### src/rtl/id_queue.sv
`default_nettype none
`timescale 1ns/1ps
// ============================================================================
// Module   : id_queue
// Purpose  : Decode-stage instruction queue. It buffers fetched instructions,
//            resolves branches and jumps at the head, keeps the branch delay
//            slot, and registers the issued instruction into the X stage.
// Revision : 1.0  initial release
// ============================================================================
module id_queue #(
  parameter int DEPTH = 4
) (
  input  logic                     clk,
  input  logic                     rst_n,
  input  logic                     in_valid,
  output logic                     in_ready,
  input  logic [31:0]              in_pc4,
  input  logic [31:0]              in_ir,
  input  logic                     stall_D,
  input  logic                     flush,
  output logic [4:0]               rs_addr,
  output logic [4:0]               rt_addr,
  input  logic [31:0]              rs_val,
  input  logic [31:0]              rt_val,
  output logic                     redirect_valid,
  output logic [31:0]              NPC_D,
  output logic                     out_valid,
  output logic [31:0]              PCInc4_X,
  output logic [31:0]              IR_X,
  output logic [$clog2(DEPTH):0]   count
);

  localparam int AW = $clog2(DEPTH);
  localparam int CW = AW + 1;

  // Queue storage and circular pointers
  logic [31:0]   ir_mem  [DEPTH];
  logic [31:0]   pc4_mem [DEPTH];
  logic [AW-1:0] head;
  logic [AW-1:0] tail;

  // Head view; forced to zero when empty so operand addresses read 0
  logic          not_empty;
  logic [31:0]   head_ir;
  logic [31:0]   head_pc4;
  logic [5:0]    op;
  logic [4:0]    rt_f;
  logic [5:0]    funct;
  logic [31:0]   br_target;
  logic [31:0]   jmp_target;

  // Decode results
  logic          is_ctrl;
  logic          taken;
  logic [31:0]   target;
  logic          slot_ok;
  logic          issue;
  logic          push;
  logic          mem_we;

  assign not_empty  = (count != '0);
  assign head_ir    = not_empty ? ir_mem[head]  : 32'd0;
  assign head_pc4   = not_empty ? pc4_mem[head] : 32'd0;
  assign op         = head_ir[31:26];
  assign rt_f       = head_ir[20:16];
  assign funct      = head_ir[5:0];
  assign rs_addr    = head_ir[25:21];
  assign rt_addr    = head_ir[20:16];
  assign br_target  = head_pc4 + {{14{head_ir[15]}}, head_ir[15:0], 2'b00};
  assign jmp_target = {head_pc4[31:28], head_ir[25:0], 2'b00};

  assign in_ready   = (count < CW'(DEPTH));

  // Classify the head instruction and resolve its direction and target
  always_comb begin
    is_ctrl = 1'b0;
    taken   = 1'b0;
    target  = 32'd0;
    case (op)
      6'b000100: begin  // beq
        is_ctrl = 1'b1;
        taken   = (rs_val == rt_val);
        target  = br_target;
      end
      6'b000101: begin  // bne
        is_ctrl = 1'b1;
        taken   = (rs_val != rt_val);
        target  = br_target;
      end
      6'b000110: begin  // blez
        is_ctrl = 1'b1;
        taken   = ($signed(rs_val) <= 32'sd0);
        target  = br_target;
      end
      6'b000111: begin  // bgtz
        is_ctrl = 1'b1;
        taken   = ($signed(rs_val) > 32'sd0);
        target  = br_target;
      end
      6'b000001: begin  // regimm: only bltz / bgez are control transfers here
        if (rt_f == 5'd0) begin
          is_ctrl = 1'b1;
          taken   = rs_val[31];
          target  = br_target;
        end else if (rt_f == 5'd1) begin
          is_ctrl = 1'b1;
          taken   = !rs_val[31];
          target  = br_target;
        end
      end
      6'b000010, 6'b000011: begin  // j, jal
        is_ctrl = 1'b1;
        taken   = 1'b1;
        target  = jmp_target;
      end
      6'b000000: begin  // jr, jalr
        if (funct == 6'b001000 || funct == 6'b001001) begin
          is_ctrl = 1'b1;
          taken   = 1'b1;
          target  = rs_val;
        end
      end
      default: ;
    endcase
  end

  // A control transfer may only leave once its delay slot is present or arriving
  assign slot_ok        = (count >= CW'(2)) || ((count == CW'(1)) && in_valid);
  assign issue          = not_empty && !stall_D && !flush && (!is_ctrl || slot_ok);
  assign redirect_valid = issue && is_ctrl && taken;
  assign NPC_D          = redirect_valid ? target : 32'd0;
  assign push           = in_valid && in_ready && !flush;
  // On a redirect the incoming word is written only when it is the delay slot
  assign mem_we         = rst_n && push && (!redirect_valid || (count == CW'(1)));

  // Storage write port; contents need no reset since count gates visibility
  always_ff @(posedge clk) begin
    if (mem_we) begin
      ir_mem[tail]  <= in_ir;
      pc4_mem[tail] <= in_pc4;
    end
  end

  // Pointer and occupancy update; a redirect collapses the queue to the slot
  always_ff @(posedge clk) begin
    if (!rst_n || flush) begin
      head  <= '0;
      tail  <= '0;
      count <= '0;
    end else if (redirect_valid) begin
      head  <= head + AW'(1);
      tail  <= head + AW'(2);
      count <= CW'(1);
    end else begin
      if (push) tail <= tail + AW'(1);
      if (issue) head <= head + AW'(1);
      count <= count + CW'(push) - CW'(issue);
    end
  end

  // X-stage register: load on issue, hold on stall, otherwise insert a bubble
  always_ff @(posedge clk) begin
    if (!rst_n || flush) begin
      out_valid <= 1'b0;
      PCInc4_X  <= 32'd0;
      IR_X      <= 32'd0;
    end else if (issue) begin
      out_valid <= 1'b1;
      PCInc4_X  <= head_pc4;
      IR_X      <= head_ir;
    end else if (!stall_D) begin
      out_valid <= 1'b0;
      PCInc4_X  <= 32'd0;
      IR_X      <= 32'd0;
    end
  end

endmodule
`default_nettype wire

### config.mk
export PLATFORM = sky130hd
export DESIGN_NAME = id_queue
export DESIGN_NICKNAME = d
export VERILOG_FILES = /design/src/rtl/id_queue.sv
export SDC_FILE = /design/constraint.sdc
export NUM_CORES = 1
export LEC_CHECK = 0
export ABC_AREA = 1
export CAP_MARGIN = 20
export CORE_ASPECT_RATIO = 0.75
export CORE_MARGIN = 2
export CORE_UTILIZATION = 49
export CTS_CLUSTER_SIZE = 8
export DETAILED_ROUTE_END_ITERATION = 10
export GPL_TIMING_DRIVEN = 0
export PLACE_DENSITY = 0.77
export SYNTH_ARGS = -nofsm -noshare
export SYNTH_HDL_FRONTEND = slang
export SYNTH_SLANG_ARGS = --single-unit
### constraint.sdc
create_clock -name clk -period 5.6 [get_ports clk]
set_clock_uncertainty 0.2 [all_clocks]
set_input_delay 1.4 -clock clk [delete_from_list [all_inputs] [get_ports clk]]
set_output_delay 1.4 -clock clk [all_outputs]
set_load 0.005 [all_outputs]
==> summary.md, run 1 <==
| Metric | Value |
|---|---|
| Met1 usage | `46.8%` |
| CP Capture Type | `output pin` |
| Worst EP required | `4.00 ns` |
| Final Max Tran Viols | `0` |
| Final #Nets | `2,275` |
| Final hold violation count | `0` |
| First-pass GRT wire length | `83.9 mm` |
| Pwr/cell area | `260 mW/mm²` |
| Ys flop type | `edfxtp_1` |
| Reg clk slew, reported paths | `0.05 ns` |
| Initial antenna violation count | `2` |
| WL final | `58.0 mm` |
| H-tree levels | `2` |
| WP buf/inv | `7` |
| Layout area overhead | `41.3%` |
| Count of final setup violators | `1` |
| Syn Area/Cell | `9.19 µm²` |
| Synth area leaders | `edfxtp_1, nand2_1, dfxtp_1, a21oi_1, nor2_1` |
| Post-layout min period | `5.71 ns` |
| Residual DRC | `0` |
| Worst path top cell family by delay | `compound AO/OA/AOI/OAI gates` |
| Post-synth EDFFs | `256` |
| Crit-path cells | `buf_6 > buf_8 > buf_8 > buf_12 > buf_12 > buf_4 > a21oi_1 > a221oi_1 > a22oi_1 > a21oi_4 > clkdlybuf4s50_1` |
| Die Footprint | `0.0340 mm²` |
| Initial DRC Count | `2,008` |
| DRT antenna net count | `0` |
| CP Depth | `11` |
| Async set or reset register ratio after synthesis | `0%` |
| Share of layout cells above drive strength 1 | `18.7%` |
| Crit-path max cell delay | `1.19 ns` |
| Leakage | `8.62 nW` |
| GRT Max-Usage Layer | `met2` |
| Hold Buf Count CTS | `0` |
| GP Congestion | `0.961` |
| Clock Latency Late Sink | `0.59 ns` |
| Post-synthesis cell count | `1,731` |
| Die H | `160 µm` |
| Hold path cells | `2` |
| Overall global routing resource usage | `33.3%` |
| Tightest Hold Check Type | `reg -> reg` |
| Routed vias | `14,900` |
| Die Wd | `212 µm` |
| Worst Setup Slack, final | `-0.108 ns` |
| Core area | `0.0322 mm²` |
| Clk buf depth | `3` |
| Fillcell total | `2,333` |
| Maximum vdd drop | `229 µV` |
| WL per Instance | `22.5 µm` |
| Worst R2R Path Depth | `20` |
| Startpoint Class | `register` |
| RSZ-0062 raised after global routing | `true` |
| CTS tree | `built` |
| Via/cell ratio | `5.77` |
| Dominant cell type by area after synthesis | `edfxtp_1` |
| Largest net degree at the start of global routing | `30` |
| Slowest CP cell | `a221oi_1` |
| CP max FO | `10` |
| Highest clock rate | `0.175 GHz` |
| Yosys reg bits | `330` |
| Kind of critical path | `reg -> out` |
| Root Buffer | `clkbuf_16` |
| Placed Instance Area | `0.0191 mm²` |
| Io pins | `245` |
| Sequential share of the synthesized area | `57.6%` |
| Vias in the first global route | `13,900` |
| Outcome | `finished, violations left` |
| Post-Syn Nets | `1,902` |
| Max-slew headroom | `0.182%` |
| Netlist cell types | `47` |
| Failing checks | `negative setup slack` |
| GR Layer Usage met3 | `7.45%` |
| Placement Setup Slack | `-1.11 ns` |
| Tightest Pin Transition | `1.50 ns` |
| Yosys Warn Count | `0` |
| Top-area cell type share of the netlist area | `48.3%` |
| # diodes | `0` |
| Cts bufs inserted | `47` |
| Cell area after synthesis | `0.0159 mm²` |
| Congestion Overflow GR | `0` |
| DR pass1 iterations | `7` |
| Std cell rows | `57` |
| Design area | `0.0225 mm²` |
| Reg2Reg Setup Slack | `1.46 ns` |
| Power, Total | `5.85 mW` |
| CP arrival | `4.11 ns` |
| Starting density of the core | `49.5%` |
| Maxcap violations | `0` |
| DP HPWL | `41.5 mm` |
| IO buf count | `244` |
| Final Cycle Share | `102%` |
| CTS Sinks | `330` |
| GR Layer Usage met2 | `50.8%` |
| Hold WS | `0.255 ns` |
-- cells by family (layout without fill, tap and decap cells) --
kind of cell | count (synthesis) | after routing | share of synthesized area, %
xor gates and xnor gates | 26 | 26 | 1.43
adders and majority gates | 38 | 38 | 3.08
buffers and inverters | 187 | 596 | 5.13
and+or+nand+nor | 812 | 812 | 20.9
AOI/OAI and AO/OA | 338 | 338 | 11.8
DFF | 330 | 330 | 57.6
-- tightest hold or removal path, stage by stage, from the launching register on --
cell,delay (ns)
dfxtp_1,0.30
nand2_1,0.05
a21oi_1,0.05
-- path summary, 6_finish.rpt --
path                start              to
max              register       NPC_D[23]
min reg2reg  PCInc4_X[17]    PCInc4_X[17]
min          PCInc4_X[17]    PCInc4_X[17]
max reg2reg      register  pc4_mem[3][11]
-- registers in the layout, summed over array words and instances (netlist names), named ones only --
register   count
PCInc4_X      32
pc4_mem      128
tail           2
IR_X          32
count          3
out_valid      1
head           2
ir_mem       128
-- cells in the mapped netlist, drive strengths merged (13+ instances only) --
cell type	instances
edfxtp	256
o21ai	89
nand3	110
nand4	13
nor3	15
inv	106
a22oi	22
clkbuf	35
a221oi	14
a21oi	181
xnor2	21
ha	36
dfxtp	74
nand2	438
nor2	220
buf	46
-- metrics by stage --
step	instances	util, %	setup TNS, ns
3_3_place_gp	2417	58.8	-930.68
6_report	2582	69.9	-0.108
3_5_place_dp	2425	59.4	-25.45
2_1_floorplan	1731	-	-49.84
4_1_cts	2563	68.6	-0.122
5_1_grt	2582	69.9	-1.09
-- repair_timing --
action	in CTS	in global routing
setup endpoints to repair	33	31
pin swaps	61	46
setup buffers	55	15
gates cloned	0	2
gates resized for setup	320	82
-- cells in the final DEF (no fill, tap or decap), drive strengths merged, types with 9 or more instances in the layout --
cell / synthesis / routed
ha: 36 / 36
nor3: 15 / 15
dlygate4sd2: 0 / 14
dlymetal6s2s: 0 / 22
or2: 9 / 9
buf: 46 / 122
edfxtp: 256 / 256
nand3: 110 / 110
nor2: 220 / 220
nand4: 13 / 13
xnor2: 21 / 21
dfxtp: 74 / 74
a21oi: 181 / 181
a22oi: 22 / 22
clkdlybuf4s50: 0 / 206
inv: 106 / 106
a221oi: 14 / 14
o21ai: 89 / 89
nand2: 438 / 438
clkbuf: 35 / 122
-- per-layer routing --
metal / up-vias / part of all wire (%)
met2: 1005 / 45
met1: 7028 / 40
met5: - / 0
met3: 148 / 12
met4: 0 / 3.1
li1: 6711 / -
-- layout make-up --
| type | count | area (µm²) | share of cell area [%] |
|---|---|---|---|
| Buffer | 79 | 800 | 3.55 |
| Clock buffer | 81 | 1300 | 5.80 |
| Clock inverter | 4 | 75.1 | 0.334 |
| Inverter | 106 | 412 | 1.83 |
| Multi-Input combinational cell | 1214 | 6920 | 30.7 |
| Sequential cell | 330 | 9170 | 40.8 |
| Tap cell | 442 | 553 | 2.46 |
| Timing Repair Buffer | 326 | 3270 | 14.5 |
-- power by group --
group	leakage (nW)	internal, mW	switching (mW)
clock network	0.652	1.58	1.07
logic	5.06	0.219	0.309
registers	2.91	2.66	0.00638
total	8.62	4.46	1.39
(Power assumes the default switching activity.)
==> inputs of run 2 (changes only) <==
--- a/config.mk
+++ b/config.mk
@@ -9,11 +9,10 @@
 export CAP_MARGIN = 20
 export CORE_ASPECT_RATIO = 0.75
 export CORE_MARGIN = 2
-export CORE_UTILIZATION = 49
+export CORE_UTILIZATION = 50
 export CTS_CLUSTER_SIZE = 8
 export DETAILED_ROUTE_END_ITERATION = 10
-export GPL_TIMING_DRIVEN = 0
-export PLACE_DENSITY = 0.77
+export PLACE_DENSITY = 0.75
 export SYNTH_ARGS = -nofsm -noshare
 export SYNTH_HDL_FRONTEND = slang
 export SYNTH_SLANG_ARGS = --single-unit
==> constraint.sdc (replaced) <==
create_clock -name clk -period 7.3 [get_ports clk]
set_clock_uncertainty 0.2 [all_clocks]
set_input_delay 1.825 -clock clk [delete_from_list [all_inputs] [get_ports clk]]
set_output_delay 1.825 -clock clk [all_outputs]
set_load 0.005 [all_outputs]
==> run 2 against run 1 <==
Against the previous run: the flow now finishes without violations; critical path depth is 5 higher; sequential cell count unchanged; via count decreased by 6.3%; critical endpoint is now NPC_D[22]; highest routed layer unchanged.
==> summary.md, run 2 (synthesized netlist as in run 1, its figures left out) <==
| Metric | Value |
|---|---|
| Commonest non-fill, non-tap cell in the layout | `nand2_1` |
| Maximum vdd drop | `198 µV` |
| Most frequent CP cell | `nand2_1` |
| DR pass1 iterations | `6` |
| Post-cts sizing count | `0` |
| Die H | `159 µm` |
| GP Congestion | `0.943` |
| Psw | `0.988 mW` |
| Residual DRC | `0` |
| Starting density of the core | `50.8%` |
| Overall global routing resource usage | `31.5%` |
| Count of final setup violators | `0` |
| WL per Instance | `21.9 µm` |
| Outcome | `finished, final reports clean` |
| Clk buf depth | `3` |
| Crit-path max cell delay | `0.61 ns` |
| Die Wd | `210 µm` |
| Reg clk slew, reported paths | `0.05 ns` |
| Share of layout cells above drive strength 1 | `6.39%` |
| Kind of critical path | `reg -> out` |
| CP Capture Type | `output pin` |
| Via/cell ratio | `5.75` |
| Switching share of total power | `22.5%` |
| Startpoint Class | `register` |
| Final hold violation count | `0` |
| Combinational power share | `7.5%` |
| Initial DRC Count | `1,715` |
| Max-slew headroom | `42.2%` |
| Final Max Tran Viols | `0` |
| Worst EP required | `5.28 ns` |
| Highest clock rate | `0.143 GHz` |
| Root Buffer | `clkbuf_16` |
| Layout Utilization | `64.5%` |
| Core area | `0.0313 mm²` |
| Slowest CP cell | `inv_2` |
| CP max FO | `50` |
| Cts bufs inserted | `47` |
| Final Cycle Share | `95.9%` |
| Post-Place Cells | `2,340` |
| Congestion Overflow GR | `0` |
| RSZ-0062 raised after global routing | `true` |
| Maxcap violations | `0` |
| Internal | `3.41 mW` |
| Layout area overhead | `27.0%` |
| Routed vias | `14,000` |
| CTS tree | `built` |
| Setup bufs post-CTS | `0` |
| Largest registers | `ir_mem x128, pc4_mem x128` |
| Vias in the first global route | `12,800` |
| Die Footprint | `0.0333 mm²` |
| Leakage | `7.46 nW` |
| Clock Latency Late Sink | `0.56 ns` |
| Sequential share of power | `46.5%` |
| Largest net degree at the start of global routing | `129` |
| IO buf count | `244` |
| Io pins | `245` |
| Post-layout min period | `7.00 ns` |
| Pwr/cell area | `218 mW/mm²` |
| Clk pwr share | `46.0%` |
| WL final | `53.1 mm` |
| Tightest Hold Check Type | `reg -> reg` |
| Std cell rows | `56` |
| CTS Sinks | `330` |
| Worst path top cell family by delay | `buffers and inverters` |
| Hold WS | `0.250 ns` |
| DP HPWL | `37.6 mm` |
| Setup TNS | `0 ns` |
| Crit-path cells | `inv_2 > buf_4 > o21ai_0 > a21oi_1 > ha_1 > nand2_1 > inv_1 > a21oi_1 > a21boi_0 > nand2_1 > nand2_1 > nand2_1 > nand2_1 > nand3_1 > a21oi_1 > clkdlybuf4s50_1` |
| Post-Layout Cell Count | `2,426` |
| Final #Nets | `2,154` |
| WP buf/inv | `4` |
| Commonest non-fill, non-tap cells in the layout | `nand2_1, edfxtp_1, clkdlybuf4s50_1, nor2_1, a21oi_1` |
| First-pass GRT wire length | `77.7 mm` |
| Hold path start | `PCInc4_X[29]` |
| H-tree levels | `2` |
| Initial antenna violation count | `1` |
| DRT antenna net count | `0` |
| CP arrival | `4.98 ns` |
| Hold Buf Count CTS | `0` |
| Fillcell total | `2,554` |
| Tightest Pin Transition | `0.867 ns` |
run 2: final cells by class:
class                           instances  area (µm²)  area share, %
Sequential cell                       330        9170           45.4
Multi-Input combinational cell       1214        5970           29.6
Timing Repair Buffer                  284        2760           13.7
Clock buffer                           82        1340           6.62
Tap cell                              406         508           2.51
Inverter                              106         398           1.97
Clock inverter                          3        55.1          0.272
Antenna cell                            1        2.50         0.0124
run 2: final timing paths:
check / slack, ns / cells after the start / to
worst max-delay path: 0.30 / 16 / NPC_D[22]
worst min-delay path: 0.25 / 2 / PCInc4_X[29]
worst max register to register: 1.79 / 19 / pc4_mem[2][0]
worst min register to register: 0.25 / 2 / PCInc4_X[29]
run 2: metal layers:
metal  wire length, µm  global-route usage [%]
met1             22200                    44.5
met2             23600                    49.2
met3              5800                    6.96
met4              1450                    9.29
met5                 0                       0
run 2: metrics by stage:
stage          worst slack (ns)  instance area (µm²)  power, mW
2_1_floorplan              1.08                15900       2.23
3_3_place_gp              0.573                18800       2.40
3_5_place_dp              0.456                18800       2.40
4_1_cts                   0.349                20200       4.41
5_1_grt                 -0.0216                20200       4.52
6_report                  0.297                20200       4.40
run 2: power by group through the flow:
stage | combinational (mW) | sequential (mW) | clock (mW)
after detailed placement | 0.322 | 2.08 | 0
after global routing | 0.353 | 2.05 | 2.12
after global placement | 0.318 | 2.08 | 0
after CTS | 0.325 | 2.05 | 2.04
final | 0.329 | 2.05 | 2.02
after floorplan | 0.146 | 2.08 | 0
run 2: worst register-to-register path: stages, from the launching register on:
cell and delay [ns]:
dfxtp_4 0.36, inv_2 0.61, buf_4 0.37, buf_4 0.33, nand2_1 0.09, nand3_1 0.07, nand2_1 0.14, nor2_4 0.21
inv_2 0.06, nand2_1 0.07, inv_2 0.06, nand3_4 0.16, inv_2 0.29, nor2_1 0.18, nand3_1 0.15, nand2_4 0.26
buf_4 0.31, o21ai_2 0.19, nor2_4 0.65, buf_4 0.42
==> inputs of run 3 (changes only) <==
--- a/config.mk
+++ b/config.mk
@@ -12,6 +12,7 @@
 export CORE_UTILIZATION = 50
 export CTS_CLUSTER_SIZE = 8
 export DETAILED_ROUTE_END_ITERATION = 10
+export HOLD_SLACK_MARGIN = 0.15
 export PLACE_DENSITY = 0.75
 export SYNTH_ARGS = -nofsm -noshare
 export SYNTH_HDL_FRONTEND = slang
==> results of run 3 <==
Final layout, timing and power as in run 2 (identical DEF).
